`src/rtl/bp_update_sequencer.sv`:
```
// Update-port sequencer for the tournament branch predictor: arbitrates execute/decode
// updates into a small FIFO, issues one update per cycle, and sweeps a clear index
// over every predictor entry after reset and on flush.
//
// state | meaning
// INIT  | post-reset sweep of all 2^N entries; clear_req ignored
// RUN   | drain FIFO head onto the predictor update port
// CLEAR | flush-triggered sweep of all 2^N entries
module bp_update_sequencer #(
  parameter int N     = 13,
  parameter int DEPTH = 4,
  parameter int XLEN  = 64
) (
  input  logic            clk,
  input  logic            reset,
  input  logic            a_valid,
  output logic            a_ready,
  input  logic [XLEN-1:0] a_pc,
  input  logic [XLEN-1:0] a_target,
  input  logic            a_taken,
  input  logic            b_valid,
  output logic            b_ready,
  input  logic [XLEN-1:0] b_pc,
  input  logic [XLEN-1:0] b_target,
  input  logic            clear_req,
  output logic            busy,
  output logic            we,
  output logic [XLEN-1:0] PCUpdate,
  output logic [XLEN-1:0] targetUpdate,
  output logic            takenUpdate,
  output logic            clr_en,
  output logic [N-1:0]    clr_index
);
  localparam int PW = $clog2(DEPTH);
  localparam int CW = PW + 1;

  typedef enum logic [1:0] {INIT, RUN, CLEAR} state_t;

  typedef struct packed {
    logic [XLEN-1:0] pc;
    logic [XLEN-1:0] target;
    logic            taken;
  } entry_t;

  state_t         state_q, state_d;
  logic           clr_en_q, clr_en_d;
  logic [N-1:0]   clr_index_q, clr_index_d;
  logic           busy_q, busy_d;
  logic           we_q, we_d;
  entry_t         out_q, out_d;
  logic           ready_q, ready_d;
  logic [CW-1:0]  count_q, count_d;
  logic [PW-1:0]  head_q, head_d;
  logic [PW-1:0]  tail_q, tail_d;
  entry_t         mem_q [DEPTH];

  logic   enq_a, enq_b, enq, flush, pop_ok, pop_mem, bypass, wr_en;
  entry_t in_entry;

  // Arbitration: A wins ties; ready comes from a registered count so a draining full FIFO never accepts.
  always_comb begin
    enq_a    = a_valid & ready_q;
    enq_b    = b_valid & ready_q & ~a_valid;
    enq      = enq_a | enq_b;
    in_entry = enq_a ? entry_t'{a_pc, a_target, a_taken} : entry_t'{b_pc, b_target, 1'b1};
    flush    = clear_req & (state_q != INIT);
  end

  // Sequencer next-state: sweeps restart at 0 on flush; INIT arms its first index the cycle after reset.
  always_comb begin
    state_d     = state_q;
    clr_en_d    = clr_en_q;
    clr_index_d = clr_index_q;
    busy_d      = busy_q;
    if (flush) begin
      state_d     = CLEAR;
      clr_en_d    = 1'b1;
      clr_index_d = '0;
      busy_d      = 1'b1;
    end else begin
      case (state_q)
        INIT, CLEAR: begin
          if (!clr_en_q) begin
            clr_en_d    = 1'b1;
            clr_index_d = '0;
          end else if (clr_index_q == '1) begin
            state_d     = RUN;
            clr_en_d    = 1'b0;
            busy_d      = 1'b0;
            clr_index_d = '0;
          end else begin
            clr_index_d = clr_index_q + N'(1);
          end
        end
        RUN: begin
          clr_en_d = 1'b0;
          busy_d   = 1'b0;
        end
        default: state_d = INIT;
      endcase
    end
  end

  // FIFO and output stage: an enqueue into an empty FIFO goes straight to the output register.
  always_comb begin
    pop_ok  = (state_d == RUN);
    pop_mem = 1'b0;
    bypass  = 1'b0;
    wr_en   = 1'b0;
    we_d    = 1'b0;
    out_d   = out_q;
    head_d  = head_q;
    tail_d  = tail_q;
    count_d = count_q;
    if (flush) begin
      head_d  = '0;
      tail_d  = '0;
      count_d = '0;
    end else begin
      if (pop_ok && count_q != '0) begin
        pop_mem = 1'b1;
        we_d    = 1'b1;
        out_d   = mem_q[head_q];
        head_d  = head_q + PW'(1);
      end else if (pop_ok && enq) begin
        bypass = 1'b1;
        we_d   = 1'b1;
        out_d  = in_entry;
      end
      if (enq && !bypass) begin
        wr_en  = 1'b1;
        tail_d = tail_q + PW'(1);
      end
      if (wr_en && !pop_mem) count_d = count_q + CW'(1);
      else if (!wr_en && pop_mem) count_d = count_q - CW'(1);
    end
    ready_d = (count_d < CW'(DEPTH));
  end

  // State and output registers with synchronous active-low reset.
  always_ff @(posedge clk) begin
    if (!reset) begin
      state_q     <= INIT;
      clr_en_q    <= 1'b0;
      clr_index_q <= '0;
      busy_q      <= 1'b1;
      we_q        <= 1'b0;
      out_q       <= '0;
      ready_q     <= 1'b0;
      count_q     <= '0;
      head_q      <= '0;
      tail_q      <= '0;
    end else begin
      state_q     <= state_d;
      clr_en_q    <= clr_en_d;
      clr_index_q <= clr_index_d;
      busy_q      <= busy_d;
      we_q        <= we_d;
      out_q       <= out_d;
      ready_q     <= ready_d;
      count_q     <= count_d;
      head_q      <= head_d;
      tail_q      <= tail_d;
    end
  end

  // FIFO storage; contents need no reset since count gates every read.
  always_ff @(posedge clk) begin
    if (reset && wr_en) mem_q[tail_q] <= in_entry;
  end

  assign a_ready      = ready_q;
  assign b_ready      = ready_q & ~a_valid;
  assign busy         = busy_q;
  assign we           = we_q;
  assign PCUpdate     = out_q.pc;
  assign targetUpdate = out_q.target;
  assign takenUpdate  = out_q.taken;
  assign clr_en       = clr_en_q;
  assign clr_index    = clr_index_q;

endmodule
```
`config.mk`:
```
export PLATFORM = sky130hd
export DESIGN_NAME = bp_update_sequencer
export DESIGN_NICKNAME = d
export VERILOG_FILES = /design/src/rtl/bp_update_sequencer.sv
export SDC_FILE = /design/constraint.sdc
export NUM_CORES = 1
export LEC_CHECK = 0
export ABC_AREA = 1
export CAP_MARGIN = 15
export CELL_PAD_IN_SITES_DETAIL_PLACEMENT = 1
export CELL_PAD_IN_SITES_GLOBAL_PLACEMENT = 2
export CORE_MARGIN = 5
export CORE_UTILIZATION = 32
export DETAILED_ROUTE_END_ITERATION = 8
export GPL_TIMING_DRIVEN = 0
export PLACE_DENSITY = 0.75
export SYNTH_ARGS = -nofsm -noshare
export SYNTH_HDL_FRONTEND = slang
export SYNTH_SLANG_ARGS = --single-unit
```
`constraint.sdc`:
```
create_clock -name clk -period 18.86 [get_ports clk]
set_clock_uncertainty 0.05 [all_clocks]
set_input_delay 3.772 -clock clk [delete_from_list [all_inputs] [get_ports clk]]
set_output_delay 3.772 -clock clk [all_outputs]
set_load 0.01 [all_outputs]
```
==> flow_summary.json <==
{
  "cp-start-kind": "input pin",
  "tightest_slew_ns": 1.19,
  "finalWirelength_um": 97200,
  "grt_pass1_vias": 23600,
  "crit_arrival_ns": 4.89,
  "synthCells": 2566,
  "antenna_found_initial": 4,
  "swShare": 0.215,
  "synth_xor_area_frac": 0.00128,
  "cts_resized": 0,
  "clock_latency_ns": 0.60,
  "path_clk_slew_ns": 0.06,
  "gp_congestion": 0.785,
  "synth_nets": 2836,
  "synthSimpleGateAreaFrac": 0.139,
  "drt_iter0_markers": 1394,
  "die_h_um": 303,
  "status": "finished clean",
  "avgSynthCellArea_um2": 10.7,
  "synth_area_leaders": "edfxtp_1 (56%), dfxtp_1 (11%), nand2_1 (7.3%), nor2_1 (5.7%), o21ai_0 (4.8%)",
  "timing.fmax_ghz": 0.115,
  "critPathRequiredTime_ns": 15.04,
  "worst-path-max-fanout": 3,
  "cts_tree": "yes",
  "ys_ff_latch": 673,
  "grt_setup_unrepaired": "no",
  "synth_compound_area_frac": 0.141,
  "period_needed_ns": 8.71,
  "gr-total-overflow": 0,
  "cts_buffers": 76,
  "start_util": 0.322,
  "synth_top_area_cell": "edfxtp_1",
  "track_usage": 0.204,
  "setup_viol": 0,
  "pin_count": 409,
  "yosysWarnings": 0,
  "ys_seq_area_frac": 0.679,
  "p_comb_frac": 0.062,
  "grt_max_degree": 27,
  "synth_top_family_by_area": "compound AO/OA/AOI/OAI gates",
  "dp_hpwl_um": 67000,
  "synthAdderAreaFrac": 0.00365,
  "final_core_util": 0.423,
  "p_clk_frac": 0.449,
  "post-route-period-util": 0.462,
  "drv_slew": 0,
  "syn_area_um2": 27400,
  "power_per_cell_area_nw_per_um2": 93.7,
  "timing.rr.start": "clr_index[1]",
  "ys_types": 36,
  "ctsHoldBuffers": 0,
  "drc_errors": 0,
  "ant_nets": 0,
  "portBuffers": 408,
  "power_frac_seq": 0.489,
  "startpoint": "a_valid",
  "cts.sinks": 673,
  "maxCapViolCount": 0,
  "area_growth_pct": 31.2,
  "wl_per_cell_um": 22.7,
  "hold_start": "head_q[1]",
  "hold_viol": 0,
  "setup_tns_ns": 0,
  "cts_setup_buffers": 0,
  "core_area_um2": 85100,
  "end_kind": "primary output",
  "dr.pass1.iters": 5,
  "fill_cells": 9326,
  "htreeDepth": 3,
  "placement_rows": 107,
  "via_per_inst": 5.12,
  "min_path_type": "reg2reg",
  "switchingPower_mw": 0.726,
  "slew_headroom": 0.206,
  "grt_pass1_wl_um": 143000,
  "hold_slack_ns": 0.433,
  "netlist.area_leader.share": 0.565,
  "die_area_um2": 91700,
  "path_class": "in2out",
  "drive_gt1_frac": 0.0635,
  "leakage_nw": 12.5,
  "clock_path_buffers": 3,
  "p_int_mw": 2.65,
  "cts-root-buf": "clkbuf_16",
  "synth_mux_area_frac": 0,
  "route.vias.total": 21900,
  "finish.net_count": 3343,
  "ir_drop_v": 0.0000527,
  "dieWidth_um": 303
}
-- power by group through the flow --
stage	clock (mW)	combinational, mW	sequential [mW]
after floorplan	0	0.0876	1.68
after global placement	0	0.197	1.69
after detailed placement	0	0.213	1.68
after CTS	1.55	0.214	1.65
after global routing	1.62	0.229	1.65
final	1.52	0.209	1.65
-- synth_stat cells, drive strengths merged --
cell,instances
nand2,542
edfxtp,516
nor2,417
o21ai,393
dfxtp,157
a21oi,142
clkbuf,133
o32ai,129
buf,52
inv,33
nand3,11
ha,8
nor3,6
nand4,5
or2,4
a31oi,3
xnor2,3
a211oi,2
clkinv,2
nor3b,2
o211ai,2
a221oi,1
a311oi,1
nor4,1
xor2,1
-- kinds of logic (layout without fill, tap and decap cells) --
| kind of cell | Yosys count | in the layout |
|---|---|---|
| AO/OA/AOI/OAI | 673 | 673 |
| flip-flops | 673 | 673 |
| other | 0 | 1 |
| adder cells (fa/ha/maj) | 8 | 8 |
| XOR/XNOR | 4 | 4 |
| AND/OR/NAND/NOR | 988 | 988 |
| buffers and inverters | 220 | 788 |
-- worst paths after layout --
path	to	slack [ns]	cells past startpoint
worst min-delay path	register	0.43	2
worst max-delay path	b_ready	10.15	3
worst max register to register	mem_q[2][79]	15.29	15
worst min register to register	register	0.43	2
-- per-stage QoR --
stage	power [mW]	setup WS, ns	std cells	instance area [um^2]
finish	3.37	10.15	4279	36000
global route	3.50	10.13	4279	36000
CTS	3.41	10.15	4278	36000
detailed placement	1.89	10.15	4139	33400
global placement	1.89	2.26	4118	32900
floorplan	1.77	8.33	2566	27400
-- worst max-delay path, stage by stage --
cell             delay, ns
clkdlybuf4s50_1       0.45
nor2_1                0.12
clkdlybuf4s50_1       0.55
-- routing by layer --
metal / wire length (um) / global-route usage / up-vias / part of all wire
met5: 0 / 0 / - / 0
met1: 40600 / 0.257 / 11100 / 0.42
met4: 2500 / 0.0618 / 0 / 0.026
met3: 5060 / 0.0306 / 125 / 0.052
li1: - / - / 10100 / -
met2: 49000 / 0.365 / 590 / 0.50
-- cells in the final DEF, fill, tap and decap left out, types with 3 or more instances in the layout --
cell type and n:
a21oi_1 141, a31oi_1 3, buf_1 10, buf_12 17
buf_16 4, buf_2 22, buf_4 12, buf_6 8
bufinv_16 9, clkbuf_1 144, clkbuf_16 81, clkbuf_2 4
clkbuf_8 5, clkdlybuf4s50_1 408, clkinv_1 16, clkinv_2 11
clkinvlp_4 3, dfxtp_1 157, edfxtp_1 516, ha_1 8
inv_1 30, inv_2 3, nand2_1 537, nand2_2 5
nand3_1 8, nand4_1 5, nor2_1 411, nor2_4 6
nor3_1 6, o21ai_0 263, o21ai_1 130, o32ai_1 129
or2_2 4, xnor2_1 3
-- area by class of cell --
cell class	count	area (um^2)	area share
Clock buffer	101	2150	0.0598
Antenna cell	1	2.50	0.0000695
Clock inverter	38	409	0.0114
Buffer	185	832	0.0231
Timing Repair Buffer	429	4530	0.126
Multi-Input combinational cell	1673	7860	0.218
Inverter	35	131	0.00365
Tap cell	1144	1430	0.0398
Sequential cell	673	18600	0.518
-- sequential cells by signal, indices dropped and copies added, names as in the netlist, 2 cells and up, named ones only --
register	count
state_q	2
targetUpdate	64
count_q	3
mem_q	516
PCUpdate	64
head_q	2
tail_q	2
clr_index	13
Power figures use the tool's default switching activity.
